## src/rtl/tone_pkg.sv

```systemverilog
// Shared types and constants for the tone buffer player.
// Contents: state_t playback states, default address/data widths,
// PWM_MID offset-binary midscale code, to_offset() sign-to-offset helper.
package tone_pkg;

    localparam int unsigned TONE_ADDR_W = 14;
    localparam int unsigned TONE_DATA_W = 16;

    // Offset-binary midscale (signed zero) at full sample width.
    localparam logic [TONE_DATA_W-1:0] PWM_MID = {1'b1, {(TONE_DATA_W-1){1'b0}}};

    typedef enum logic [1:0] {
        IDLE      = 2'd0,
        WAIT_TICK = 2'd1,
        READ      = 2'd2,
        CAPTURE   = 2'd3
    } state_t;

    // Signed two's complement to offset binary: invert the MSB.
    function automatic logic [TONE_DATA_W-1:0] to_offset(input logic [TONE_DATA_W-1:0] s);
        return {~s[TONE_DATA_W-1], s[TONE_DATA_W-2:0]};
    endfunction

endpackage

```

## src/rtl/tone_player_pwm_dac.sv

```systemverilog
// 1-bit PWM DAC: free-running counter, duty register reloaded only at counter
// wrap (glitch-free periods), registered comparator output.
// Ports: clk, rst (sync, active-high), duty_in [PWM_W], pwm_out.
module pwm_dac #(
    parameter int unsigned PWM_W = 8
) (
    input  logic             clk,
    input  logic             rst,
    input  logic [PWM_W-1:0] duty_in,
    output logic             pwm_out
);

    localparam logic [PWM_W-1:0] DUTY_MID = {1'b1, {(PWM_W-1){1'b0}}};

    logic [PWM_W-1:0] cnt;
    logic [PWM_W-1:0] duty_r;

    // Counter, wrap-aligned duty load, output compare.
    always_ff @(posedge clk) begin
        if (rst) begin
            cnt     <= '0;
            duty_r  <= DUTY_MID;
            pwm_out <= 1'b0;
        end else begin
            cnt     <= cnt + PWM_W'(1);
            if (cnt == '1) begin
                duty_r <= duty_in;
            end
            pwm_out <= (cnt < duty_r);
        end
    end

endmodule

```

## src/rtl/tone_player.sv

```systemverilog
// Tone buffer player: fetches signed samples from the tone BRAM once every
// CLK_DIV clocks, presents them as a registered sample stream and drives a
// PWM audio output. Plays the buffer once or loops it.
// Ports: clk, rst (sync, active-high), start/stop pulses, loop, buf_len,
//        BRAM read port (rd_en, rd_addr, rd_data), sample/sample_valid,
//        wrap, done, busy, pwm_out.
// Build option: TONE_PLAYER_VOLUME_EN adds vol[3:0]; the PWM source becomes
//        sample >>> vol, with vol captured alongside each sample.
module tone_player
    import tone_pkg::*;
#(
    parameter int unsigned ADDR_W  = TONE_ADDR_W,
    parameter int unsigned DATA_W  = TONE_DATA_W,
    parameter int unsigned CLK_DIV = 2272,
    parameter int unsigned PWM_W   = 8
) (
    input  logic              clk,
    input  logic              rst,
    input  logic              start,
    input  logic              stop,
    input  logic              loop,
    input  logic [ADDR_W-1:0] buf_len,
`ifdef TONE_PLAYER_VOLUME_EN
    input  logic [3:0]        vol,
`endif
    output logic              rd_en,
    output logic [ADDR_W-1:0] rd_addr,
    input  logic [DATA_W-1:0] rd_data,
    output logic [DATA_W-1:0] sample,
    output logic              sample_valid,
    output logic              wrap,
    output logic              done,
    output logic              busy,
    output logic              pwm_out
);

    localparam int unsigned TICK_W = (CLK_DIV > 2) ? $clog2(CLK_DIV) : 1;
    localparam logic [TICK_W-1:0] TICK_LAST = TICK_W'(CLK_DIV - 1);

    state_t              state, state_d;
    logic [ADDR_W-1:0]   len_r, len_d;
    logic [ADDR_W-1:0]   addr_d;
    logic [TICK_W-1:0]   tick, tick_d;
    logic [DATA_W-1:0]   sample_d;
    logic                rd_en_d, valid_d, wrap_d, done_d, busy_d;
    logic                tick_last_c;
    logic [DATA_W-1:0]   src_c;
    logic [PWM_W-1:0]    duty_c;

    assign tick_last_c = (tick == TICK_LAST);

    // State and datapath registers.
    always_ff @(posedge clk) begin
        if (rst) begin
            state        <= IDLE;
            len_r        <= '0;
            rd_addr      <= '0;
            tick         <= '0;
            sample       <= '0;
            rd_en        <= 1'b0;
            sample_valid <= 1'b0;
            wrap         <= 1'b0;
            done         <= 1'b0;
            busy         <= 1'b0;
        end else begin
            state        <= state_d;
            len_r        <= len_d;
            rd_addr      <= addr_d;
            tick         <= tick_d;
            sample       <= sample_d;
            rd_en        <= rd_en_d;
            sample_valid <= valid_d;
            wrap         <= wrap_d;
            done         <= done_d;
            busy         <= busy_d;
        end
    end

    // Next-state and next-output logic.
    always_comb begin
        state_d  = state;
        len_d    = len_r;
        addr_d   = rd_addr;
        sample_d = sample;
        valid_d  = 1'b0;
        wrap_d   = 1'b0;
        done_d   = 1'b0;

        case (state)
            IDLE: begin
                if (start && !stop && (buf_len != '0)) begin
                    len_d   = buf_len;
                    addr_d  = '0;
                    state_d = READ;
                end
            end
            READ: begin
                state_d = CAPTURE;
            end
            CAPTURE: begin
                sample_d = rd_data;
                valid_d  = 1'b1;
                if (rd_addr == len_r - ADDR_W'(1)) begin
                    wrap_d = 1'b1;
                    if (loop) begin
                        addr_d  = '0;
                        state_d = tick_last_c ? READ : WAIT_TICK;
                    end else begin
                        done_d  = 1'b1;
                        state_d = IDLE;
                    end
                end else begin
                    addr_d  = rd_addr + ADDR_W'(1);
                    // With CLK_DIV = 2 the period ends in CAPTURE itself.
                    state_d = tick_last_c ? READ : WAIT_TICK;
                end
            end
            WAIT_TICK: begin
                if (tick_last_c) begin
                    state_d = READ;
                end
            end
            default: begin
                state_d = IDLE;
            end
        endcase

        // Abort discards any in-flight fetch and its pulses.
        if (stop && (state != IDLE)) begin
            state_d  = IDLE;
            addr_d   = rd_addr;
            sample_d = sample;
            valid_d  = 1'b0;
            wrap_d   = 1'b0;
            done_d   = 1'b0;
        end

        // Tick is 0 in the READ cycle and counts up to the next READ.
        tick_d  = ((state_d == READ) || (state_d == IDLE)) ? '0 : tick + TICK_W'(1);
        rd_en_d = (state_d == READ);
        busy_d  = (state_d != IDLE);
    end

`ifdef TONE_PLAYER_VOLUME_EN
    logic [3:0] vol_r;

    // Volume is captured together with each sample.
    always_ff @(posedge clk) begin
        if (rst) begin
            vol_r <= '0;
        end else if ((state == CAPTURE) && !stop) begin
            vol_r <= vol;
        end
    end

    assign src_c = DATA_W'($signed(sample) >>> vol_r);
`else
    assign src_c = sample;
`endif

    // Idle player outputs silence (midscale) from the next PWM period on.
    assign duty_c = (state == IDLE)
                  ? PWM_W'(PWM_MID >> (TONE_DATA_W - PWM_W))
                  : PWM_W'(to_offset(TONE_DATA_W'(src_c)) >> (TONE_DATA_W - PWM_W));

    pwm_dac #(
        .PWM_W (PWM_W)
    ) u_pwm_dac (
        .clk     (clk),
        .rst     (rst),
        .duty_in (duty_c),
        .pwm_out (pwm_out)
    );

endmodule

```

## config.mk

```make
export PLATFORM = sky130hd
export DESIGN_NAME = tone_player
export DESIGN_NICKNAME = d
export VERILOG_FILES = /design/src/rtl/tone_pkg.sv /design/src/rtl/tone_player_pwm_dac.sv /design/src/rtl/tone_player.sv
export SDC_FILE = /design/constraint.sdc
export NUM_CORES = 1
export LEC_CHECK = 0
export ABC_CLOCK_PERIOD_IN_PS = 4200
export CORE_MARGIN = 4
export CORE_UTILIZATION = 60
export DETAILED_ROUTE_END_ITERATION = 6
export DONT_BUFFER_PORTS = 1
export GPL_TIMING_DRIVEN = 0
export PLACE_DENSITY_LB_ADDON = 0.3
export SETUP_SLACK_MARGIN = 0.3
export SYNTH_ARGS = -nofsm -noshare
export SYNTH_HDL_FRONTEND = slang
export SYNTH_SLANG_ARGS = --single-unit
```

## constraint.sdc

```tcl
create_clock -name clk -period 4.2 [get_ports clk]
set_clock_uncertainty 0.15 [all_clocks]
set_input_delay 0.63 -clock clk [delete_from_list [all_inputs] [get_ports clk]]
set_output_delay 0.63 -clock clk [all_outputs]
set_load 0.03 [all_outputs]
```

Word level (Yosys, flattened, before mapping)
Cells that the tools add are included.
Widths: inputs -> output; s select.
{ "word_totals": {"wordCells": 64, "in_bits": 35, "out_inout_bits": 36, "reg_bits": 80} }
{ "op_classes": {"magnitude_cmp": 1, "n_mux": 15, "add_sub_neg": 4, "n_reduce_logical": 18, "eq_ne": 9, "bitwise": 4} }
{ "ops": {"columns": ["op", "count"], "rows": [
  ["$mux 14", 3],
  ["$pmux 14 s2", 1],
  ["$add 14x1->14 const B", 1],
  ["$eq 14x14->1", 1],
  ["$reduce_bool 14->1", 1],
  ["$sub 14x1->14 const B", 1],
  ["$add 12x1->12 const B", 1],
  ["$eq 12x12->1 const B", 1],
  ["$mux 2", 6],
  ["$add 8x1->8 const B", 1],
  ["$eq 8x8->1 const B", 1],
  ["$lt 8x8->1", 1],
  ["$mux 8", 1],
  ["$pmux 2 s4", 1],
  ["$eq 2x2->1 const B", 3],
  ["$reduce_bool 2->1", 3],
  ["$logic_not 2->1", 2],
  ["$not 1->1", 4],
  ["$reduce_and 2->1", 2],
  ["$reduce_and 4->1", 1],
  ["$reduce_or 2->1", 2],
  ["$reduce_or 4->1", 1],
  ["$logic_and 1x1->1", 3],
  ["$mux 1", 3],
  ["other kinds (6)", 6]
]} }

Depth between registers and ports, before layout
Gate-level depths: netlist of run 1.
{ "depth": {"depth_word": 9, "ltp_mapped": 11, "mapped_depth_nobuf": 10} }

Hierarchy
A second synthesis of run 1 with hierarchy kept.
{ "hier_totals": {"hier_cells": 476, "area_unflattened_um2": 4068.9} }
{ "by_module_without_submodules": {"columns": ["module", "instances", "seq_area_each_um2", "cells_each", "area_per_inst_um2"], "rows": [
  ["tone_player", 1, 1261.2, 385, 3215.6],
  ["pwm_dac", 1, 340.3, 91, 853.3]
]} }

Worst setup path before layout of run 1
OpenSTA, ideal clock, no wires.
{ "synth_timing": {"kind": "register -> register", "startpoint": "register len_r[0]", "endpoint": "register busy", "t_required_ps": 3936, "arrival_time_ps": 2907, "stages_incl_launch_ff": 12, "path_buffers": 1, "setup_slack_ps": 1029, "setup_ps": 114, "synth_period_minus_slack_ps": 3171, "cell_sequence": "dfxtp_1 inv_1 ha_1 or3b_2 nor3_1 mux2_2 o21a_1 or4_4 o31a_1 nand2_2 buf_6 nand2_1"} }
{ "synth_via": {"elab_chain_len": 6} }
{ "synth_lines": {"columns": ["item", "line_no", "source"], "rows": [
  ["from (decl)", "tone_player.sv:41", "logic [ADDR_W-1:0] len_r, len_d;"],
  ["from (signal assigned)", "tone_player.sv:67", "len_r <= len_d;"],
  ["$sub 14x1->14", "tone_player.sv:103", "if (rd_addr == len_r - ADDR_W'(1)) begin"],
  ["$eq 14x14->1", "tone_player.sv:103", null],
  ["$mux 2", "tone_player.sv:103", null],
  ["$pmux 2 s4", "tone_player.sv:89", "case (state)"],
  ["$mux 2", "tone_player.sv:129", "if (stop && (state != IDLE)) begin"],
  ["$reduce_bool 2->1", "tone_player.sv:141", "busy_d = (state_d != IDLE);"],
  ["to (signal assigned)", "tone_player.sv:75", "busy <= busy_d;"],
  ["to (decl)", "tone_player.sv:33", "output logic busy,"]
]} }
Every way passes these cells.
A chain may end at the register's enable or synchronous reset.

Worst setup path after layout of run 1
{ "layout_timing": {"startpoint": "register len_r[0]", "endpoint": "register rd_addr[10]"} }
{ "layout_via": {"elab_chain_len": 4, "word_cells_on_any_way": 6, "classes_between": "add/sub (1); eq/ne (2); mux (2); reduce/logical (1)"} }
{ "layout_lines": {"columns": ["item", "line_no", "source"], "rows": [
  ["$sub 14x1->14 (*)", "tone_player.sv:103", null],
  ["$eq 14x14->1 (*)", "tone_player.sv:103", null],
  ["$ne 3x3->1 (no line) / $mux 14 (equally long branches)", null, null],
  ["$reduce_and 4->1 (no line) / $pmux 14 s2 (equally long branches)", null, null],
  ["to (signal assigned)", "tone_player.sv:68", "rd_addr <= addr_d;"],
  ["to (decl)", "tone_player.sv:27", "output logic [ADDR_W-1:0] rd_addr,"]
]} }
Mark *: on every way between the ends. The rest lies on a longest branch, timed or not.

==> results of run 1 <==
-- cells by family after synthesis --
| group | synth area share [%] |
|---|---|
| XOR/XNOR | 8.57 |
| AND/OR/NAND/NOR | 25.9 |
| multiplexers | 4.37 |
| flip-flops | 40.2 |
| adder cells (fa/ha/maj) | 4.71 |
| buffers and inverters | 4.27 |
| AO/OA/AOI/OAI | 12.0 |
-- area by class of cell --
class                           count  share of cell area (%)
Sequential cell                    80                    37.0
Clock inverter                      6                    2.68
Tap cell                           77                    2.22
Buffer                             22                    2.19
Clock buffer                       10                    3.18
Inverter                           20                    1.73
Multi-Input combinational cell    361                    51.0
-- state kept, by name (all words and copies together), names as in the netlist --
signal	flops
len_r	14
done	1
sample_valid	1
u_pwm_dac.duty_r	8
rd_en	1
u_pwm_dac.pwm_out	1
tick	12
sample	16
state	2
busy	1
u_pwm_dac.cnt	8
rd_addr	14
wrap	1
-- layout by cell type (no fill, tap or decap), types with 4 or more instances in the layout --
| master | count |
|---|---|
| xnor2_1 | 14 |
| nor4_1 | 6 |
| a21oi_1 | 38 |
| clkbuf_1 | 17 |
| dfxtp_1 | 80 |
| or3_1 | 6 |
| inv_1 | 19 |
| nor3_1 | 6 |
| clkbuf_8 | 10 |
| xor2_1 | 25 |
| nand3_1 | 32 |
| mux2i_1 | 14 |
| ha_1 | 15 |
| nor2_1 | 60 |
| nand2_1 | 57 |
| o21ai_0 | 10 |
| and3_1 | 10 |
| nand4_1 | 7 |
| a21o_1 | 6 |
| or4_1 | 6 |
| nor2b_1 | 4 |
-- worst max-delay path, cell delays in order (launching register included) --
cell and delay [ns]:
dfxtp_1 0.37, inv_1 0.08, ha_1 0.20, or3b_2 0.53, nor3_1 0.23, mux2_2 0.36
o21a_1 0.20, or4_4 0.57, o21ai_1 0.35, buf_2 0.29, nor2_1 0.07
-- path summary, 6_finish.rpt --
path | start | end | cells after the start | slack (ns)
worst max-delay path | len_r[0] | rd_addr[10] | 10 | 0.69
worst min-delay path | rst | sample_valid | 1 | 0.23
worst max register to register | len_r[0] | rd_addr[10] | 10 | 0.69
worst min register to register | u_pwm_dac.duty_r[2] | u_pwm_dac.duty_r[2] | 2 | 0.30
-- per-layer routing --
layer,part of all wire (%),up-vias
met3,7.5,11
met5,0,-
met4,1.2,0
met2,49,90
li1,-,1699
met1,42,1545
-- metrics by stage --
step                setup WS, ns  power (mW)  area [um2]
floorplan                   1.03        1.00        3980
global placement           0.797        1.04        4080
detailed placement         0.752        1.05        4080
CTS                        0.718        1.74        4330
global route               0.538        1.81        4330
finish                     0.691        1.74        4330
-- power groups by stage --
stage | clock (mW) | combinational (mW) | sequential (mW)
global route | 0.748 | 0.245 | 0.818
CTS | 0.711 | 0.218 | 0.814
detailed placement | 0 | 0.217 | 0.832
global placement | 0 | 0.209 | 0.831
floorplan | 0 | 0.177 | 0.825
finish | 0.703 | 0.219 | 0.814
==> key figures, run 1 <==
Outcome
  – Status: finished clean

Placement
  – Buffers on Ports: 0
  – Placed cells: 560
  – Gp weighted congestion: just under 0.9
  – Final HPWL DP: 6730 um

Synth
  – Count of flip-flops with a built-in enable after synthesis: 0
  – Commonest cells post-synth: dfxtp_1, nor2_1, nand2_1
  – Post-synth ARST share: 0%
  – Mean Syn Cell Area: 8.25 um2
  – Synth cell types: 53
  – Cell area after synthesis: roughly 4000 um2
  – Synthesized net count: 533
  – Flops & latches, synth: 80
  – Synth top area cells: dfxtp_1, nor2_1, xor2_1
  – YS warnings: 0
  – Primary FF master, synth: dfxtp_1
  – Most frequent cell after synthesis: dfxtp_1
  – Share of the synthesized area in the top cell type: 40.2%
  – Mapped Cells: 483
  – Area leader, netlist: dfxtp_1
  – Seq/Total Area, Yosys: 40.2%

Routing
  – Routed wire length: 8980 um
  – DR vias: 3345
  – Residual DRC: 0
  – 1st-pass router iterations: 4
  – Detailed router's first-iteration violation count: 99
  – Via density: 5.81
  – Post-route ant nets: 0
  – Routed wire per std cell: 15.6 um

Power and ir drop
  – Net Sw Frac: 26.0%
  – PwrDens: ~400 nW/um2
  – Power share of the combinational group: 12.6%
  – Max IR drop VDD: 0.000277 V
  – Sw Pwr: 0.452 mW
  – Clock share of power: approximately two fifths
  – Flop pwr share: 46.9%
  – Leakage: 1.67 nW
  – Internal Power: 1.28 mW

Timing
  – Slew @ Worst Pin: 0.679 ns
  – Number of setup violations in the final report: 0
  – Max Freq: between 200 and 300 MHz
  – Worst hold margin: 0.230 ns
  – RSZ-0062 raised after global routing: false
  – Final Critical Period: 3.51 ns
  – Fin crit share: 83.6%
  – Max-slew violation count: 0
  – Slew HR: between 50% and 60%
  – Final hold vios: 0
  – Final setup TNS: 0 ns

Final layout
  – Area of the multi-input gates: 2210 um2
  – Fraction of layout cells with a size suffix above 1: 7.21%
  – Diode count: 0
  – Fill count: 528
  – Synth-to-layout area growth: 8.79%
  – Final net count: 544
  – Utilization after layout: 67.9%
  – Register area: between 1500 and 2000 um2
  – Fin cells: around 580

Clocking
  – Root Driver: clkbuf_8
  – H-tree levels: 3
  – Clock latency on the worst-skew pair: approximately 0.35 ns
  – Hold_buf cts: 0
  – Largest buffer count on any clock path: 2
  – Clock slew at reported path FFs: 0.08 ns
  – CTS tree: yes
  – Post-CTS sizing: 0
  – Total CTS buffers: 9
  – Postcts setup bufs: 0
  – Clock sink count: 80

Critical path
  – Worst setup SP type: flop
  – Required time of the critical path: approximately 4.3 ns
  – Crit end category: flop
  – CP arrival: 3.60 ns
  – Largest fanout on the critical path: 10
  – Critical path class: flop to flop

Global route
  – Gr usage total: 23.4%
  – Total congestion overflow: 0
  – Met2 Usage GRT: approximately two fifths
  – Busiest grt layer: met2
  – Largest net degree at the start of global routing: 15
  – Initial antenna violation count: 0
  – First-pass GRT wire length: roughly 15000 um
  – GR Layer Usage met1: 28.1%
  – Met3 usage: 6.08%
  – Vias in the first global route: 3226

Floorplan
  – Die W: 89.5 um
  – IO Pins: 71
  – # rows: 29
  – Placeable Area: 6390 um2
  – Initial Util: 62.4%
  – Die area: about 8000 um2
  – Chip height: 89.5 um

Hold path
  – Hold Crit Class: input port to flop

Job
  – Max-cap violations: 0
Note: power is estimated with default switching activity, not from simulation.
==> run 2, diff against run 1 <==
--- a/config.mk
+++ b/config.mk
@@ -5,7 +5,8 @@
 export SDC_FILE = /design/constraint.sdc
 export NUM_CORES = 1
 export LEC_CHECK = 0
-export ABC_CLOCK_PERIOD_IN_PS = 4200
+export ABC_AREA = 1
+export ABC_CLOCK_PERIOD_IN_PS = 3440
 export CORE_MARGIN = 4
 export CORE_UTILIZATION = 60
 export DETAILED_ROUTE_END_ITERATION = 6
==> constraint.sdc (replaced) <==
create_clock -name clk -period 3.44 [get_ports clk]
set_clock_uncertainty 0.15 [all_clocks]
set_input_delay 0.516 -clock clk [delete_from_list [all_inputs] [get_ports clk]]
set_output_delay 0.516 -clock clk [all_outputs]
set_load 0.03 [all_outputs]
==> key figures, run 2 <==
Outcome
  – Status: finished clean (unchanged)

Synth
  – Commonest cells post-synth: nand2_1, nor2_1, inv_1 (was dfxtp_1, nor2_1, nand2_1)
  – Post-synth ARST share: 0% (unchanged)
  – Seq/Total Area, Yosys: 36.3% (was 40.2%)
  – Synth cell types: 35 (was 53)
  – Synthesized net count: 704 (was 533)
  – Synth top area cells: dfxtp_1, nand2_1, nor2_1 (was dfxtp_1, nor2_1, xor2_1)
  – YS warnings: 0 (unchanged)
  – Mean Syn Cell Area: 6.74 um2 (was 8.25 um2)
  – Mapped Cells: 654 (was 483)
  – Primary FF master, synth: dfxtp_1 (unchanged)
  – Flops & latches, synth: 80 (unchanged)
  – Share of the synthesized area in the top cell type: 36.3% (was 40.2%)
  – Most frequent cell after synthesis: nand2_1 (was dfxtp_1)
  – Count of flip-flops with a built-in enable after synthesis: 0 (unchanged)
  – Area leader, netlist: dfxtp_1 (unchanged)
  – Cell area after synthesis: 4410 um2 (was 3980 um2)

Floorplan
  – # rows: 30 (was 29)
  – Die area: 8780 um2 (was 8010 um2)
  – Initial Util: 63.1% (was 62.4%)
  – Die W: 93.7 um (was 89.5 um)
  – Chip height: 93.7 um (was 89.5 um)
  – IO Pins: 71 (unchanged)
  – Placeable Area: 6980 um2 (was 6390 um2)

Timing
  – Slew @ Worst Pin: 0.683 ns (was 0.679 ns)
  – Final setup TNS: 0 ns (unchanged)
  – Fin crit share: 76.7% (was 83.6%)
  – Final Critical Period: 2.64 ns (was 3.51 ns)
  – Number of setup violations in the final report: 0 (unchanged)
  – Max-slew violation count: 0 (unchanged)
  – Slew HR: 54.1% (was 54.3%)
  – Max Freq: 379 MHz (was 285 MHz)
  – RSZ-0062 raised after global routing: false (unchanged)
  – Final hold vios: 0 (unchanged)

Critical path
  – Largest fanout on the critical path: 10 (unchanged)
  – CP arrival: 2.74 ns (was 3.60 ns)
  – RR Endpoint: busy (was rd_addr[10])
  – Worst reg2reg path depth: 18 (was 10)
  – Crit-path slowest cell: dfxtp_1 (was or4_4)
  – Critical path class: flop to flop (unchanged)
  – Required time of the critical path: 3.54 ns (was 4.29 ns)
  – WP buf/inv: 3 (was 2)
  – Crit path top cell by count: nand2_1
  – Reg-to-reg critical path startpoint: len_r[0] (unchanged)
  – Cell Chain, Critical Path: inv_1 > ha_1 > nand2_2 > nor2_4 > nand2_1 > nand2_1 > nand2_1 > inv_1 > nand2_1 > nor2_2 > nand3_1 > nand2_1 > nand2_1 > nand2_1 > nand2_2 > nand2_4 > buf_6 > nand2_1 (was inv_1 > ha_1 > or3b_2 > nor3_1 > mux2_2 > o21a_1 > or4_4 > o21ai_1 > buf_2 > nor2_1)
  – Worst setup SP type: flop (unchanged)
  – Max stage delay on crit path: 0.32 ns (was 0.57 ns)
  – Worst R2R Setup Slack: 0.80 ns (was 0.69 ns)
  – Crit end category: flop (unchanged)
  – Crit-path leading delay family: simple AND/OR/NAND/NOR gates (unchanged)

Job
  – Max-cap violations: 0 (unchanged)

Hold path
  – Hold depth: 2 (was 1)
  – Hold Crit Class: input port to flop (unchanged)
  – Worst Hold Path EP: sample[10] (was sample_valid)
  – HP Start: rd_data[10] (was rst)

Placement
  – Gp weighted congestion: 0.974 (was 0.887)
  – Final HPWL DP: 7980 um (was 6730 um)
  – Buffers on Ports: 0 (unchanged)

Final layout
  – Max reg flops: 16 (unchanged)
  – Most frequent cells in the layout: nand2_1, nor2_1, inv_1 (was dfxtp_1, nor2_1, nand2_1)
  – Synth-to-layout area growth: 7.83% (was 8.79%)
  – Most common cell after layout, fill and taps aside: nand2_1 (was dfxtp_1)
  – Diode count: 0 (unchanged)
  – Final net count: 715 (was 544)
  – Biggest regs: sample (16), len_r (14), rd_addr (14) (unchanged)
  – Largest reg by FF count: sample (unchanged)
  – Fraction of layout cells with a size suffix above 1: 5.82% (was 7.21%)

Clocking
  – Largest buffer count on any clock path: 2 (unchanged)
  – Postcts setup bufs: 0 (unchanged)
  – Clock sink count: 80 (unchanged)
  – Root Driver: clkbuf_8 (unchanged)
  – H-tree levels: 3 (unchanged)
  – Clock slew at reported path FFs: 0.09 ns (was 0.08 ns)
  – Post-CTS sizing: 0 (unchanged)
  – CTS tree: yes (unchanged)
  – Hold_buf cts: 0 (unchanged)
  – Clock latency on the worst-skew pair: 0.36 ns (was 0.35 ns)
  – Total CTS buffers: 9 (unchanged)

Routing
  – Routed wire per std cell: 13.4 um (was 15.6 um)
  – Residual DRC: 0 (unchanged)
  – 1st-pass router iterations: 5 (was 4)
  – Post-route ant nets: 0 (unchanged)
  – Routed wire length: 10300 um (was 8980 um)
  – Via density: 5.37 (was 5.81)
  – DR vias: 4114 (was 3345)
  – Detailed router's first-iteration violation count: 172 (was 99)

Power and ir drop
  – Max IR drop VDD: 0.000387 V (was 0.000277 V)
  – PwrDens: 574 nW/um2 (was 401 nW/um2)
  – Power, Total: 2.73 mW (was 1.74 mW)
  – Leakage: 2.09 nW (was 1.67 nW)

Global route
  – Vias in the first global route: 3991 (was 3226)
  – Total congestion overflow: 0 (unchanged)
  – Gr usage total: 24.8% (was 23.4%)
  – Initial antenna violation count: 0 (unchanged)
  – Largest net degree at the start of global routing: 16 (was 15)
  – First-pass GRT wire length: 17500 um (was 14700 um)
-- run 2: per-layer routing --
layer,vias up,track usage (%),part of all wire (%)
met5,-,0,0
met4,0,9.99,2.6
met3,23,8.09,8.1
met2,136,42.2,47
met1,1861,28.8,42
li1,2094,-,-
-- run 2: final cells by class --
class                      count  area, um2
clock inverter                 7        101
tap                           96        120
multi-input combinational    464       2360
inverter                      93        349
sequential                    80       1600
buffer                        17       96.3
fill                         630       2230
clock buffer                   9        124
-- run 2: worst max path at each step --
stage	startpoint	endpoint	slack (ns)	cells past startpoint
after floorplan	len_r[0]	busy	1.28	19
after global placement	len_r[0]	busy	0.92	18
after detailed placement	len_r[0]	busy	0.83	18
after CTS	len_r[0]	busy	0.83	18
after global routing	len_r[0]	tick[7]	0.49	19
final	len_r[0]	busy	0.80	18
-- run 2: where the power goes --
part	leakage (nW)	switching, mW	internal [mW]	total (mW)
Sequential	0.649	0.166	0.997	1.16
Combinational	1.34	0.509	0.279	0.787
Clock	0.106	0.366	0.415	0.780
Total	2.09	1.04	1.69	2.73
-- run 2: cell families (layout without fill, tap and decap cells) --
kind of cell	after synthesis	in the layout	synth area share, %
AND/OR/NAND/NOR	326	326	32.0
buffers and inverters	110	126	10.1
AO/OA/AOI/OAI	91	91	11.0
flip-flops	80	80	36.3
XOR/XNOR	32	32	6.36
adder cells (fa/ha/maj)	15	15	4.26
-- run 2: per-stage QoR --
step / hold WS, ns / setup WS [ns] / area [um2] / instances / utilization (%)
final: 0.140 / 0.800 / 4750 / 766 / 68.1
after detailed placement: 0.286 / 0.828 / 4530 / 750 / 64.9
after global routing: 0.137 / 0.486 / 4750 / 766 / 68.1
after floorplan: 0.268 / 1.28 / 4410 / 654 / -
after global placement: 0.280 / 0.917 / 4530 / 750 / 64.9
after CTS: 0.128 / 0.831 / 4750 / 766 / 68.1
-- run 2: worst reg2reg max path: cells and delay by family (launching register included) --
family | cells | cell delay [ns]
simple gates | 14 | 1.48
buf+inv | 3 | 0.32
flops | 1 | 0.32
fa+ha+maj | 1 | 0.28
==> run 3, diff against run 2 <==
--- a/config.mk
+++ b/config.mk
@@ -5,10 +5,10 @@
 export SDC_FILE = /design/constraint.sdc
 export NUM_CORES = 1
 export LEC_CHECK = 0
-export ABC_AREA = 1
-export ABC_CLOCK_PERIOD_IN_PS = 3440
+export ABC_AREA = 0
+export ABC_CLOCK_PERIOD_IN_PS = 2200
 export CORE_MARGIN = 4
-export CORE_UTILIZATION = 60
+export CORE_UTILIZATION = 57
 export DETAILED_ROUTE_END_ITERATION = 6
 export DONT_BUFFER_PORTS = 1
 export GPL_TIMING_DRIVEN = 0
==> constraint.sdc (replaced) <==
create_clock -name clk -period 2.2 [get_ports clk]
set_clock_uncertainty 0.15 [all_clocks]
set_input_delay 0.33 -clock clk [delete_from_list [all_inputs] [get_ports clk]]
set_output_delay 0.33 -clock clk [all_outputs]
set_load 0.03 [all_outputs]
==> key figures, run 3 (same netlist as run 1, synthesis figures left out) <==
Outcome
  – Status: finished, violations left (was finished clean)
  – Failing checks: negative setup slack

Timing
  – Max Freq: 315 MHz (was 379 MHz)
  – Slew @ Worst Pin: 0.553 ns (was 0.683 ns)
  – Slew HR: 63.1% (was 54.1%)
  – Final setup TNS: -28.16 ns (was 0 ns)
  – Final hold vios: 0 (unchanged)
  – Max-slew violation count: 0 (unchanged)
  – Number of setup violations in the final report: 32 (was 0)
  – Fin crit share: 144% (was 76.7%)
  – RSZ-0062 raised after global routing: true (was false)
  – Worst hold margin: 0.0468 ns (was 0.140 ns)
  – Final Critical Period: 3.17 ns (was 2.64 ns)
  – Setup WS post-layout: -0.975 ns (was 0.800 ns)

Floorplan
  – Initial Util: 58.6% (was 63.1%)
  – Die area: 8390 um2 (was 8780 um2)
  – Die W: 91.6 um (was 93.7 um)
  – Chip height: 91.6 um (was 93.7 um)
  – # rows: 30 (unchanged)
  – Placeable Area: 6790 um2 (was 6980 um2)
  – IO Pins: 71 (unchanged)

Critical path
  – CP arrival: 3.27 ns (was 2.74 ns)
  – Cell Chain, Critical Path: or4_4 > or4_4 > a22oi_2 > o2111ai_2 > or4_4 > o31a_1 > buf_4 > and3_4 (was inv_1 > ha_1 > nand2_2 > nor2_4 > nand2_1 > nand2_1 > nand2_1 > inv_1 > nand2_1 > nor2_2 > nand3_1 > nand2_1 > nand2_1 > nand2_1 > nand2_2 > nand2_4 > buf_6 > nand2_1)
  – Crit path top cell by count: or4_4 (was nand2_1)
  – Largest fanout on the critical path: 4 (was 10)
  – Crit end category: flop (unchanged)
  – Worst reg2reg path depth: 8 (was 18)
  – Worst setup SP type: flop (unchanged)
  – Required time of the critical path: 2.30 ns (was 3.54 ns)
  – Critical Path Source: len_r[1] (was len_r[0])
  – Crit-path slowest cell: or4_4 (was dfxtp_1)
  – Critical path class: flop to flop (unchanged)
  – Worst R2R Setup Slack: -0.97 ns (was 0.80 ns)
  – Reg-to-reg critical path startpoint: len_r[1] (was len_r[0])
  – Max stage delay on crit path: 0.56 ns (was 0.32 ns)

Clocking
  – Root Driver: clkbuf_8 (unchanged)
  – Clock sink count: 80 (unchanged)
  – Largest buffer count on any clock path: 2 (unchanged)
  – H-tree levels: 3 (unchanged)
  – Clock slew at reported path FFs: 0.09 ns (about the same)
  – Total CTS buffers: 9 (unchanged)
  – CTS tree: yes (unchanged)
  – Clock latency on the worst-skew pair: 0.36 ns (about the same)

Placement
  – Final HPWL DP: 6630 um (was 7980 um)
  – Gp weighted congestion: 0.866 (was 0.974)
  – Buffers on Ports: 0 (unchanged)
  – Post-placement setup slack: -1.08 ns (was 0.828 ns)
  – Placed inst area: 4190 um2 (was 4530 um2)

Final layout
  – Area of the multi-input gates: 2440 um2 (was 2360 um2)
  – Fraction of layout cells with a size suffix above 1: 17.7% (was 5.82%)
  – Most frequent cells in the layout: dfxtp_1, nand2_1, nor2_1 (was nand2_1, nor2_1, inv_1)
  – Register area: 1620 um2 (was 1600 um2)
  – Biggest regs: sample (16), len_r (14), rd_addr (14) (unchanged)
  – Diode count: 0 (unchanged)
  – Final net count: 592 (was 715)
  – Most common cell after layout, fill and taps aside: dfxtp_1 (was nand2_1)
  – Max reg flops: 16 (unchanged)
  – Synth-to-layout area growth: 27.0% (was 7.83%)
  – Largest reg by FF count: sample (unchanged)
  – Fill count: 487 (was 630)
  – Design area: 5060 um2 (was 4750 um2)

Hold path
  – HP Start: rst (was rd_data[10])
  – Hold Crit Class: input port to flop (unchanged)
  – Hold depth: 3 (was 2)

Power and ir drop
  – Power, Total: 3.35 mW (was 2.73 mW)
  – PwrDens: 662 nW/um2 (was 574 nW/um2)
  – Max IR drop VDD: 0.000536 V (was 0.000387 V)
  – Leakage: 1.93 nW (was 2.09 nW)

Routing
  – Residual DRC: 0 (unchanged)
  – Post-route ant nets: 0 (unchanged)
  – Detailed router's first-iteration violation count: 88 (was 172)
  – Routed wire length: 9810 um (was 10300 um)
  – 1st-pass router iterations: 5 (unchanged)
  – DR vias: 3570 (was 4114)
  – Via density: 5.55 (was 5.37)
  – Routed wire per std cell: 15.3 um (was 13.4 um)

Global route
  – Gr usage total: 24.5% (was 24.8%)
  – Total congestion overflow: 0 (unchanged)
  – Initial antenna violation count: 0 (unchanged)
  – Largest net degree at the start of global routing: 14 (was 16)
  – First-pass GRT wire length: 16700 um (was 17500 um)
  – Vias in the first global route: 3633 (was 3991)

Job
  – Max-cap violations: 0 (unchanged)
## run 3: cell count changes in the layout (fill, tap and decap cells not counted), sizes merged, moves of 8 or more
cell / delta
nor2: -50
a31oi: -8
inv: -74
nor3: -15
and3: +10
mux2i: +14
dlygate4sd3: +32
nand2: -84
buf: +18
or4: +8
o21ai: -29
## run 3: final cells by class
cell class                 count  area share [%]
clock inverter                 5            1.58
tap                           96            2.37
buffer                        22            2.84
clock buffer                  11            2.79
sequential                    80            31.9
inverter                      20            1.48
timing repair buffer          48            8.85
multi-input combinational    361            48.2
## run 3: metrics by stage
stage               std cells  utilization (%)
CTS                       638             72.2
finish                    643             74.5
global placement          579             61.7
global route              643             74.5
floorplan                 483                -
detailed placement        579             61.7
## run 3: report_power, final
| group | switching, mW | internal, mW |
|---|---|---|
| Clock | 0.527 | 0.668 |
| Combinational | 0.305 | 0.293 |
| Sequential | 0.0715 | 1.49 |
| Total | 0.904 | 2.45 |
## run 3: critical path, delay by kind of cell (launching register included)
kind	cells	cell delay, ns
DFF	1	0.37
and+or+nand+nor	4	1.78
buffers and inverters	1	0.15
AOI/OAI and AO/OA	3	0.63
## run 3: path summary, 6_finish.rpt
kind,endpoint
worst max-delay path,tick[1]
worst min-delay path,rd_addr[1]
worst max register to register,tick[1]
worst min register to register,u_pwm_dac.duty_r[2]
## run 3: layer usage
| metal | up-vias | track usage, % | share of wire (%) |
|---|---|---|---|
| met3 | 18 | 8.29 | 7.7 |
| met2 | 98 | 43.2 | 50 |
| li1 | 1793 | - | - |
| met1 | 1661 | 27.6 | 40 |
| met4 | 0 | 8.04 | 1.7 |
| met5 | - | 0 | 0 |
## run 3: repair_timing
action | CTS | global route
setup buffers | 11 | 4
hold endpoints to repair | 34 | 0
cloned | 0 | 1
gates resized for setup | 23 | 34
setup endpoints to repair | 53 | 47
pin swaps | 22 | 15
hold buffers | 32 | 0
